**src/rtl/aes_pkg.sv**
```systemverilog
// Shared AES sizes, state type, sequencer FSM encoding and GF(2^8) S-box helpers.
package aes_pkg;

    localparam int unsigned NUM_BYTES = 16;
    localparam int unsigned SBOX_LAT  = 2;
    localparam int unsigned CNT_W     = $clog2(NUM_BYTES);

    typedef logic [127:0] aes_state_t;

    typedef enum logic [1:0] {
        SBS_IDLE,
        SBS_RUN,
        SBS_DRAIN,
        SBS_DONE
    } sbs_state_e;

    function automatic logic [7:0] gf_mul(input logic [7:0] a, input logic [7:0] b);
        logic [7:0] p;
        logic [7:0] x;
        p = '0;
        x = a;
        for (int i = 0; i < 8; i++) begin
            if (b[i]) p = p ^ x;
            x = {x[6:0], 1'b0} ^ (x[7] ? 8'h1b : 8'h00);
        end
        return p;
    endfunction

    // a^254 is the multiplicative inverse in GF(2^8), and maps 0 to 0
    function automatic logic [7:0] gf_inv(input logic [7:0] a);
        logic [7:0] r;
        logic [7:0] p;
        r = 8'h01;
        p = a;
        for (int i = 1; i < 8; i++) begin
            p = gf_mul(p, p);
            r = gf_mul(r, p);
        end
        return r;
    endfunction

    function automatic logic [7:0] affine(input logic [7:0] b);
        return b ^ {b[6:0], b[7]} ^ {b[5:0], b[7:6]} ^ {b[4:0], b[7:5]}
                 ^ {b[3:0], b[7:4]} ^ 8'h63;
    endfunction

    function automatic logic [7:0] inv_affine(input logic [7:0] x);
        return {x[6:0], x[7]} ^ {x[4:0], x[7:5]} ^ {x[1:0], x[7:2]} ^ 8'h05;
    endfunction

endpackage

```
**src/rtl/sub_bytes_seq_if.sv**
```systemverilog
// Request/result bundle for sub_bytes_seq; hold exists only with SUB_BYTES_SEQ_HOLD_EN.
interface sub_bytes_seq_if;
    import aes_pkg::*;

    logic       start;
    logic       ende;
    aes_state_t state_in;
    logic       busy;
    logic       done;
    aes_state_t state_out;
`ifdef SUB_BYTES_SEQ_HOLD_EN
    logic       hold;

    modport master (output start, ende, state_in, hold, input busy, done, state_out);
    modport slave  (input start, ende, state_in, hold, output busy, done, state_out);
`else
    modport master (output start, ende, state_in, input busy, done, state_out);
    modport slave  (input start, ende, state_in, output busy, done, state_out);
`endif

endinterface

```
**src/rtl/sbox.sv**
```systemverilog
// Two-stage pipelined AES S-box; one shared GF inversion serves both directions.
module sbox
    import aes_pkg::*;
(
    input  logic       clk,
    input  logic       reset,
    input  logic       enable,
    input  logic       ende,
    input  logic [7:0] din,
    output logic [7:0] en_dout,
    output logic [7:0] de_dout
);

    logic [7:0] pre_q;
    logic [7:0] inv_c;

    assign inv_c = gf_inv(pre_q);

    // stage 1 undoes the affine map for decrypt, stage 2 inverts and re-applies it for encrypt
    always_ff @(posedge clk) begin
        if (reset) begin
            pre_q   <= '0;
            en_dout <= '0;
            de_dout <= '0;
        end else if (enable) begin
            pre_q   <= ende ? inv_affine(din) : din;
            en_dout <= affine(inv_c);
            de_dout <= inv_c;
        end
    end

endmodule

```
**src/rtl/sub_bytes_seq.sv**
```systemverilog
// Byte-serial SubBytes/InvSubBytes sequencer over one pipelined sbox.
// Optional stall input enabled by SUB_BYTES_SEQ_HOLD_EN.
module sub_bytes_seq
    import aes_pkg::*;
(
    input  logic           clk,
    input  logic           reset,
    sub_bytes_seq_if.slave bus
);

    sbs_state_e          state_q;
    sbs_state_e          state_nxt;
    logic [CNT_W-1:0]    icnt;
    logic [CNT_W-1:0]    ccnt;
    logic [SBOX_LAT-1:0] vld;
    aes_state_t          data_q;
    aes_state_t          result_q;
    logic                ende_q;
    logic                busy_q;
    logic                done_q;

    logic                hold_c;
    logic                adv_c;
    logic                issue_c;
    logic                accept_c;
    logic                capture_c;
    logic [CNT_W+2:0]    ibase_c;
    logic [CNT_W+2:0]    cbase_c;
    logic [7:0]          din_c;
    logic [7:0]          en_dout;
    logic [7:0]          de_dout;

`ifdef SUB_BYTES_SEQ_HOLD_EN
    assign hold_c = bus.hold;
`else
    assign hold_c = 1'b0;
`endif

    always_ff @(posedge clk) begin
        if (reset) state_q <= SBS_IDLE;
        else       state_q <= state_nxt;
    end

    // icnt wraps to 0 entering DRAIN and then times the pipeline flush
    always_comb begin
        state_nxt = state_q;
        case (state_q)
            SBS_IDLE, SBS_DONE: state_nxt = bus.start ? SBS_RUN : SBS_IDLE;
            SBS_RUN:   if (!hold_c && icnt == CNT_W'(NUM_BYTES - 1)) state_nxt = SBS_DRAIN;
            SBS_DRAIN: if (!hold_c && icnt == CNT_W'(SBOX_LAT - 1))  state_nxt = SBS_DONE;
            default:   state_nxt = SBS_IDLE;
        endcase
    end

    always_comb begin
        adv_c    = 1'b0;
        issue_c  = 1'b0;
        accept_c = 1'b0;
        case (state_q)
            SBS_IDLE, SBS_DONE: accept_c = bus.start;
            SBS_RUN: begin
                adv_c   = !hold_c;
                issue_c = 1'b1;
            end
            SBS_DRAIN: adv_c = !hold_c;
            default: ;
        endcase
    end

    // byte k sits at bit offset 8*(15-k); ~cnt is 15-cnt for a 4-bit counter
    assign ibase_c   = {~icnt, 3'b000};
    assign cbase_c   = {~ccnt, 3'b000};
    assign din_c     = data_q[ibase_c +: 8];
    assign capture_c = adv_c & vld[SBOX_LAT-1];

    sbox u_sbox (
        .clk     (clk),
        .reset   (reset),
        .enable  (adv_c),
        .ende    (ende_q),
        .din     (din_c),
        .en_dout (en_dout),
        .de_dout (de_dout)
    );

    always_ff @(posedge clk) begin
        if (reset) begin
            icnt     <= '0;
            ccnt     <= '0;
            vld      <= '0;
            data_q   <= '0;
            result_q <= '0;
            ende_q   <= 1'b0;
            busy_q   <= 1'b0;
            done_q   <= 1'b0;
        end else begin
            busy_q <= (state_nxt == SBS_RUN) || (state_nxt == SBS_DRAIN);
            done_q <= (state_nxt == SBS_DONE);
            if (accept_c) begin
                data_q <= bus.state_in;
                ende_q <= bus.ende;
                icnt   <= '0;
                ccnt   <= '0;
                vld    <= '0;
            end else if (adv_c) begin
                icnt <= icnt + CNT_W'(1);
                vld  <= {vld[SBOX_LAT-2:0], issue_c};
                if (capture_c) begin
                    result_q[cbase_c +: 8] <= ende_q ? de_dout : en_dout;
                    ccnt                   <= ccnt + CNT_W'(1);
                end
            end
        end
    end

    assign bus.busy      = busy_q;
    assign bus.done      = done_q;
    assign bus.state_out = result_q;

endmodule
```
**src/flat_wrapper.sv**
```systemverilog
// flat-port wrapper written by rule: the top's interface ports become plain ports
module sub_bytes_seq_flat import aes_pkg::*;
  (clk, reset, bus_start, bus_ende, bus_state_in, bus_busy, bus_done, bus_state_out);
  sub_bytes_seq_if bus_i ();
  input  logic clk;
  input  logic reset;
  input wire logic [$bits(bus_i.start)-1:0] bus_start;
  input wire logic [$bits(bus_i.ende)-1:0] bus_ende;
  input wire logic [$bits(bus_i.state_in)-1:0] bus_state_in;
  output wire logic [$bits(bus_i.busy)-1:0] bus_busy;
  output wire logic [$bits(bus_i.done)-1:0] bus_done;
  output wire logic [$bits(bus_i.state_out)-1:0] bus_state_out;
  assign bus_i.start = bus_start;
  assign bus_i.ende = bus_ende;
  assign bus_i.state_in = bus_state_in;
  assign bus_busy = bus_i.busy;
  assign bus_done = bus_i.done;
  assign bus_state_out = bus_i.state_out;
  sub_bytes_seq u_core (.clk(clk), .reset(reset), .bus(bus_i));
endmodule
```
**config.mk**
```make
export PLATFORM = sky130hd
export DESIGN_NAME = sub_bytes_seq_flat
export DESIGN_NICKNAME = d
export VERILOG_FILES = /design/src/rtl/aes_pkg.sv /design/src/rtl/sub_bytes_seq_if.sv /design/src/rtl/sbox.sv /design/src/rtl/sub_bytes_seq.sv /design/src/flat_wrapper.sv
export SDC_FILE = /design/constraint.sdc
export NUM_CORES = 1
export LEC_CHECK = 0
export CELL_PAD_IN_SITES_DETAIL_PLACEMENT = 2
export CELL_PAD_IN_SITES_GLOBAL_PLACEMENT = 2
export CORE_MARGIN = 2
export CORE_UTILIZATION = 32
export DETAILED_ROUTE_END_ITERATION = 7
export PLACE_DENSITY_LB_ADDON = 0.1
export SKIP_CTS_REPAIR_TIMING = 1
export SLEW_MARGIN = 20
export SYNTH_ARGS = -nofsm -noshare
export SYNTH_HDL_FRONTEND = slang
export SYNTH_SLANG_ARGS = --single-unit
```
**constraint.sdc**
```tcl
create_clock -name clk -period 14.5 [get_ports clk]
set_clock_uncertainty 0.2 [all_clocks]
set_input_delay 1.45 -clock clk [delete_from_list [all_inputs] [get_ports clk]]
set_output_delay 1.45 -clock clk [all_outputs]
set_load 0.05 [all_outputs]
```
== Word level (Yosys, flattened, before mapping) ==
Cells that the tools add are included.

* Input bits: 132
* Flip-flop bits (word level): 295
* Output and inout port bits: 130
* Word-level logic and storage cells: 447

* Add/subtract/negate cells: 3
* Muxes and demuxes: 213
* Shift-type cells: 3
* Bitwise gates (word level): 201
* Reductions and logical operators: 7
* Eq/ne operators: 8

{| class="wikitable"
|+ Operators with widths
! operator !! number
|-
| 2-to-1 mux 8 bit || 107
|-
| bitwise XOR 8 bit || 97
|-
| bitwise XOR 8 x 5 -> 8 bit || 91
|-
| 2-to-1 mux 5 bit || 92
|-
| bitwise mux 128 bit || 1
|-
| variable shift 8 x 9 -> 128 bit (first input constant) || 1
|-
| variable part select 128 x 8 -> 8 bit || 1
|-
| variable part select 8 x 9 -> 128 bit || 1
|-
| NOT 4 bit || 3
|-
| negation 7 -> 9 bit || 1
|-
| adder 4 x 1 -> 4 bit (second input constant) || 2
|-
| equality test 2 bit (second input constant) || 4
|-
| 2-to-1 mux 7 bit || 1
|-
| NOT 1 bit (first input constant) || 7
|-
| 2-to-1 mux 2 bit || 3
|-
| 2-to-1 mux 6 bit || 1
|-
| case mux 2 bit (3 select lines) || 1
|-
| OR reduction 2 bit || 3
|-
| 2-to-1 mux 1 bit || 5
|-
| equality test 2 x 1 -> 1 bit (second input constant) || 2
|-
| equality test 4 x 1 -> 1 bit (second input constant) || 1
|-
| equality test 4 bit (second input constant) || 1
|-
| 2-to-1 mux 4 bit || 1
|-
| 2-to-1 mux 3 bit || 1
|-
| 7 further kinds || 7
|}

== Logic depth before layout (Yosys ltp) ==
Gate-level depths: netlist (run 1).

* Word-level depth: 132
* Mapped depth: 64
* Gate-level depth less buffers: 57

== Cells and area by module ==
Synthesis (run 1) repeated with hierarchy kept, for this count alone.

* Cells, all modules: 3305
* Area total of the unflattened synthesis: 26676.8 µm²

{| class="wikitable"
|+ Modules (own cells, without submodules)
! module !! area each (µm²) !! cells each !! instances !! sequential area each (µm²)
|-
| sbox || 15507.4 || 2095 || 1 || 480.5
|-
| sub_bytes_seq || 11169.5 || 1210 || 1 || 5425.2
|}

== Worst setup path after synthesis (run 1) ==
No wires, ideal clock.

* Path type: flip-flop to flip-flop
* Start: register u_core.u_sbox.pre_q[0]
* End: register u_core.u_sbox.en_dout[4]
* Path buffers: 3
* Path slack: -0.461 ns
* Cell stages (with the launch flop): 59
* Arrival time: 14.636 ns
* Period minus slack after synthesis: 14.961 ns
* Library setup time: 0.124 ns
* Data required time: 14.176 ns
* Cells stage by stage: dfxtp_1 > ha_1 > mux2i_1 > xnor2_1 > xnor2_1 > xnor2_1 > inv_2 > ha_1 > xnor2_1 > nor2b_1 > mux2i_1 > nand3_1 > xnor2_1 > clkbuf_1 > inv_1 > ha_1 > clkbuf_1 > inv_1 > [23 not listed] > xnor2_1 > xor3_1 > xnor3_2 > xor3_1 > nor2_1 > xnor3_1 > xnor3_1 > buf_4 > xnor2_1 > nor2_1 > xnor3_1 > xnor3_1 > xnor3_1 > xnor2_2 > xnor3_1 > xnor2_1 > mux2i_1 > nor2_1

* Word-level cells in the longest chain between the ends: 128
* Elaborated cells on any way between the ends: 382
* Classes of those cells: mux: 196; bitwise: 186

{| class="wikitable"
|+ Ends and longest elaborated chain
! what !! RTL line !! source
|-
| start: declaration || sbox.sv:14 || <nowiki>logic [7:0] pre_q;</nowiki>
|-
| start signal: assignment || sbox.sv:26 || <nowiki>pre_q <= ende ? inv_affine(din) : din;</nowiki>
|-
| 2-to-1 mux 8 bit || aes_pkg.sv:23 || <nowiki>if (b[i]) p = p ^ x;</nowiki>
|-
| bitwise XOR 8 bit || aes_pkg.sv:23 ||
|-
| 2-to-1 mux 8 bit || aes_pkg.sv:23 ||
|-
| bitwise XOR 8 bit || aes_pkg.sv:23 ||
|-
| 2-to-1 mux 8 bit || aes_pkg.sv:23 ||
|-
| bitwise XOR 8 bit || aes_pkg.sv:23 ||
|-
| 2-to-1 mux 8 bit || aes_pkg.sv:23 ||
|-
| bitwise XOR 8 bit || aes_pkg.sv:23 ||
|-
| [110 not listed] || n/a ||
|-
| bitwise XOR 8 bit || aes_pkg.sv:23 ||
|-
| 2-to-1 mux 8 bit || aes_pkg.sv:23 ||
|-
| bitwise XOR 8 bit || aes_pkg.sv:23 ||
|-
| 2-to-1 mux 8 bit || aes_pkg.sv:23 ||
|-
| bitwise XOR 8 bit || aes_pkg.sv:23 ||
|-
| 2-to-1 mux 8 bit (*) || aes_pkg.sv:23 ||
|-
| bitwise XOR 8 bit (3 in a row) || aes_pkg.sv:43 || <nowiki>return b ^ {b[6:0], b[7]} ^ {b[5:0], b[7:6]} ^ {b[4:0], b[7:5]}</nowiki>
|-
| bitwise XOR 8 bit (*) || aes_pkg.sv:44 || <nowiki>^ {b[3:0], b[7:4]} ^ 8'h63;</nowiki>
|-
| end signal: assignment || sbox.sv:27 || <nowiki>en_dout <= affine(inv_c);</nowiki>
|-
| end: declaration || sbox.sv:10 || <nowiki>output logic [7:0] en_dout,</nowiki>
|}

Mark *: on every way between the ends. The rest lies on a longest branch, timed or not.
A chain may end at the register's enable or synchronous reset.

== Worst setup path after layout (run 1) ==
* Start: register u_core.u_sbox.pre_q[0]
* End: register u_core.u_sbox.en_dout[3]

Same word-level chain as after synthesis.

==> results of run 1 <==
[layout make-up]
| class | instances | area share, % |
|---|---|---|
| multi-input cells | 2694 | 59.6 |
| flip-flops and latches | 295 | 17.5 |
| repair buffers | 590 | 15.8 |
| well taps | 1060 | 3.92 |
| clock buffers | 44 | 2.62 |
| clock inverters | 10 | 0.314 |
| inverters | 24 | 0.270 |
[flip-flops by register name, indices dropped and copies added, names as in the netlist, 2 cells and up]
signal                 count
u_core.u_sbox.en_dout      8
u_core.state_q             2
u_core.vld                 2
u_core.bus.state_out     128
u_core.u_sbox.de_dout      8
u_core.u_sbox.pre_q        8
u_core.ccnt                4
u_core.data_q            128
u_core.icnt                4
[placed cells by master, fill, tap and decap left out, types with 44 or more instances in the layout]
cell type / instances
nand2_1: 485
nor2_1: 455
xnor2_1: 316
buf_4: 301
dfxtp_1: 291
a21oi_1: 277
clkdlybuf4s50_1: 260
nor3_1: 90
xor2_1: 81
a211oi_1: 77
mux2i_1: 68
xnor2_2: 66
o21ai_0: 66
xnor3_1: 53
xnor3_2: 44
[cells in the mapped netlist (19+ instances only)]
cell        n  share of area, %
nor2b_1    24              0.58
nand3_1    47              0.90
a211oi_1   80               2.3
xnor2_1   370                12
nand2_1   487               7.0
mux2i_1    83               3.2
xor2_1     97               3.3
nor3_1     98               1.9
nor4_1     19              0.46
buf_2      35              0.67
or3_1      34              0.82
xnor2_2    21               1.3
o211ai_1   22              0.63
buf_4      22              0.63
nand2b_1   24              0.58
o21ai_0    74               1.4
a21oi_1   282               5.4
xnor3_1    84               7.3
nor2_1    465               6.7
dfxtp_1   295                23
clkbuf_1  161               2.3
o22ai_1    19              0.46
mux4_2     40               3.5
[through the flow]
step | hold slack (ns) | cell area [sq um] | std cells | utilization [%]
3_3_place_gp | 0.240 | 31000 | 4571 | 38.4
5_1_grt | 0.272 | 33800 | 4717 | 42.0
4_1_cts | 0.259 | 31900 | 4625 | 39.7
6_report | 0.256 | 33800 | 4717 | 42.0
2_1_floorplan | 0.233 | 26100 | 3253 | -
3_5_place_dp | 0.250 | 31000 | 4571 | 38.4
[routing by layer]
layer	track usage [%]	vias up	wire length [microns]
li1	-	12000	-
met1	29.3	12900	45600
met2	46.1	335	56900
met3	2.47	133	2980
met4	4.19	10	1930
met5	0	-	69
[logic make-up (layout without fill, tap and decap cells)]
family                   after synthesis  in the layout  synth area share (%)
AO/OA/AOI/OAI                        637            637                  15.4
multiplexers                         141            141                  7.42
AND/OR/NAND/NOR                     1288           1288                  21.4
XOR/XNOR                             612            612                  27.7
adder cells (fa/ha/maj)               16             16                 0.768
flip-flops                           295            295                  22.6
buffers and inverters                264            668                  4.64
[worst paths after layout]
kind,start,depth (start not counted),slack [ns],to
max,u_core.u_sbox.pre_q[0],56,0.29,u_core.u_sbox.en_dout[3]
min,u_core.data_q[45],2,0.26,u_core.data_q[45]
max reg2reg,u_core.u_sbox.pre_q[0],56,0.29,u_core.u_sbox.en_dout[3]
min reg2reg,u_core.data_q[45],2,0.26,u_core.data_q[45]
[critical path, delay by kind of cell (launching register included)]
kind / cells / cell delay, ns
AOI/OAI and AO/OA: 6 / 1.30
xor gates and xnor gates: 28 / 8.20
adders and majority gates: 2 / 0.54
buffers and inverters: 9 / 1.30
DFF: 1 / 0.39
muxes: 3 / 0.67
and+or+nand+nor: 8 / 1.40
==> metrics.md, run 1 <==
| Metric | Value |
|---|---|
| Outcome | finished, final reports clean |
| CP max FO | 10 |
| Rel. slew slack | 19.7% |
| Sequential-to-total area share from yosys stat | 22.6% |
| Largest stage delay on the critical path | 0.53 ns |
| Clock Tree Buf Depth | 3 |
| Final worst slack | 0.288 ns |
| Inserted Clock Buffers | 30 |
| Antenna diode count | 0 |
| H-Tree Depth | 1 |
| GPL Wtd Cong | 0.882 |
| Final ANT Viol Nets | 0 |
| Multi-input gate area | 20,200 sq um |
| Initial Util | 32.4% |
| CTS Root Buffer Type | clkbuf_16 |
| Synthesized flop and latch total | 295 |
| Cell area after synthesis | 26,100 sq um |
| Routed vias | 25.3k |
| HPWL after DPL | 77,100 microns |
| Drt initial violations | 1,000 |
| Pre-CTS setup slack | -0.719 ns |
| Layout cells sized above 1 | 19.2% |
| Maximum clock frequency | 0.0704 GHz |
| Worst skew pair latency | 0.57 ns |
| DR pass1 iterations | 4 |
| FFs w/ async S/R, synth | 0% |
| Post-layout min period | 14.21 ns |
| I/O pin count | 262 |
| Mapped Cells | 3,253 |
| Clk sinks | 295 |
| CP Data Arrival Time | 14.43 ns |
| Largest net degree at the start of global routing | 112 |
| Commonest register cell after synthesis | dfxtp_1 |
| Aggregate negative setup slack | 0 ns |
| Avg Cell Area, Syn | 8.02 sq um |
| Max_cap viols | 0 |
| Final setup viols | 0 |
| Crit-path slowest cell | xnor3_2 |
| Worst slew pin tran | 1.20 ns |
| Die Wd | 289 microns |
| GRT Residual Overflow | 0 |
| Clock transition at path regs | 0.06 ns |
| Critical path capture point type | flop |
| Final #Nets | 3,783 |
| Final Hold Violating Endpoints | 0 |
| CP startpoint kind | flop |
| Core footprint | 80,500 sq um |
| Mean number of vias per cell | 5.36 |
| Overall die height | 289 microns |
| Synth-to-Final Area Change | 29.7% |
| Detailed-route wire length per cell | 22.8 microns |
| Post-synth EDFFs | 0 |
| Remaining DRCs | 0 |
| Min-delay worst type | reg -> reg |
| CTS tree | yes |
| Max-slew violation count | 0 |
| Site row count | 104 |
| Vias in the first global route | 27.5k |
| CP Data Required Time | 14.72 ns |
| Distinct cell type count after synthesis | 102 |
| Port Buf Inserts | 261 |
| Most Frequent Cell on Critical Path | xnor3_2 |
| Reg area | 5910 sq um |
| First-pass GRT wire length | 161,000 microns |
| Post-route clock period utilization | 98.0% |
| Initial antenna violation count | 5 |
| Synthesized Nets | 3,401 |
| DIE AREA | 83,800 sq um |
| WL final | 107,000 microns |
| Fillers | 8,887 |
| Total track usage | 24.2% |
| Crit Path Class | reg -> reg |
| Warnings, synthesis | 0 |
Power of run 1 is not shown: default switching activity piles up to over one toggle a cycle in this logic, so the estimate is an artifact.
==> inputs of run 2 (changes only) <==
--- a/config.mk
+++ b/config.mk
@@ -12,7 +12,6 @@
 export DETAILED_ROUTE_END_ITERATION = 7
 export PLACE_DENSITY_LB_ADDON = 0.1
 export SKIP_CTS_REPAIR_TIMING = 1
-export SLEW_MARGIN = 20
 export SYNTH_ARGS = -nofsm -noshare
 export SYNTH_HDL_FRONTEND = slang
 export SYNTH_SLANG_ARGS = --single-unit
==> run 2 against run 1 <==
Final cell count stayed put; critical path depth is the same; global-route usage did not move; first-iteration DRC count up 1.6%; sequential share of layout area is essentially flat; non-clock buffer count is the same; critical path type unchanged; largest cell class unchanged; highest routed layer unchanged.
==> metrics.md, run 2 (synthesized netlist as in run 1, its figures left out) <==
| Metric | Value |
|---|---|
| Core footprint | 80,500 sq um |
| Pre-CTS setup slack | -0.719 ns |
| Aggregate negative setup slack | 0 ns |
| Post-layout min period | 14.22 ns |
| Commonest non-fill, non-tap cell in the layout | nand2_1 |
| GPL Wtd Cong | 0.882 |
| Initial Util | 32.4% |
| Most Frequent Cell on Critical Path | xnor3_2 |
| Routed vias | 25.4k |
| Maximum clock frequency | 0.0703 GHz |
| Final ANT Viol Nets | 0 |
| Overall die height | 289 microns |
| CP Data Required Time | 14.72 ns |
| Final Hold Violating Endpoints | 0 |
| Drt initial violations | 1,016 |
| H-Tree Depth | 1 |
| DR pass1 iterations | 4 |
| CP startpoint kind | flop |
| Max-slew violation count | 0 |
| First-pass GRT wire length | 161,000 microns |
| Worst skew pair latency | 0.57 ns |
| Crit-path slowest cell | xnor3_2 |
| Die Wd | 289 microns |
| Total track usage | 24.2% |
| Hold slack | 0.256 ns |
| Vias in the first global route | 27.5k |
| Placed Instance Area | 31,000 sq um |
| Final #Nets | 3,783 |
| Layout cells sized above 1 | 19.1% |
| Max_cap viols | 0 |
| CTS Root Buffer Type | clkbuf_16 |
| Crit Path Class | reg -> reg |
| CP max FO | 10 |
| Site row count | 104 |
| DIE AREA | 83,800 sq um |
| HPWL after DPL | 77,100 microns |
| Clk sinks | 295 |
| WL final | 107,000 microns |
| Port Buf Inserts | 261 |
| Clock transition at path regs | 0.06 ns |
| Post-route clock period utilization | 98.1% |
| Detailed-route wire length per cell | 22.8 microns |
| Final worst slack | 0.277 ns |
| Rel. slew slack | 19.7% |
| CP top delay family | XOR/XNOR gates |
| Antenna diode count | 0 |
| GRT Residual Overflow | 0 |
| Worst slew pin tran | 1.20 ns |
| CP Data Arrival Time | 14.44 ns |
| Min-delay worst type | reg -> reg |
| Crit path buf inv count | 9 |
| Largest net degree at the start of global routing | 112 |
| Synth-to-Final Area Change | 29.7% |
| Most frequent cells in the layout | nand2_1, nor2_1, xnor2_1 |
| I/O pin count | 262 |
| Critical path capture point type | flop |
| Final setup viols | 0 |
| Inserted Clock Buffers | 30 |
| Remaining DRCs | 0 |
| Mean number of vias per cell | 5.38 |
| Initial antenna violation count | 5 |
| Largest stage delay on the critical path | 0.53 ns |
| CTS tree | yes |
| Fin area | 33,800 sq um |
| Clock Tree Buf Depth | 3 |
| Outcome | finished, final reports clean |
==> run 2: cell counts in the layout (fill, tap and decap cells not counted) <==
Identical to the previous run, type by type.
==> run 2: final cells by class <==
cell class,instances,area (sq um)
multi-input cells,2694,20200
repair buffers,590,5330
clock inverters,10,106
inverters,24,91.3
well taps,1060,1330
fillers,8887,46700
clock buffers,44,885
flip-flops and latches,295,5910
==> run 2: per-layer routing <==
layer  vias to the layer above  wire length [microns]  global-route usage (%)
met2                       341                  56800                    46.1
met5                         -                     69                       0
met3                       138                   2960                    2.47
met1                     12900                  45600                    29.3
met4                        10                   1980                    4.19
li1                      12000                      -                       -
==> run 2: worst paths after layout <==
kind	from	end	slack, ns	cells after the start
worst max-delay path	u_core.u_sbox.pre_q[0]	u_core.u_sbox.en_dout[3]	0.28	56
worst min-delay path	u_core.data_q[45]	u_core.data_q[45]	0.26	2
worst max register to register	u_core.u_sbox.pre_q[0]	u_core.u_sbox.en_dout[3]	0.28	56
worst min register to register	u_core.data_q[45]	u_core.data_q[45]	0.26	2
==> run 2: metrics by stage <==
stage / cells / util [%]
global placement: 4571 / 38.4
finish: 4717 / 42.0
global route: 4717 / 42.0
detailed placement: 4571 / 38.4
floorplan: 3253 / -
CTS: 4625 / 39.7
==> run 2: worst reg2reg max path, delay by kind of cell, from the launching register on <==
kind	cells	cell delay (ns)
fa+ha+maj	2	0.54
xor+xnor	28	8.25
simple gates	8	1.42
buf+inv	9	1.33
compound gates	6	1.31
flops	1	0.39
mux	3	0.66
Power of run 2 is left out for the same reason.
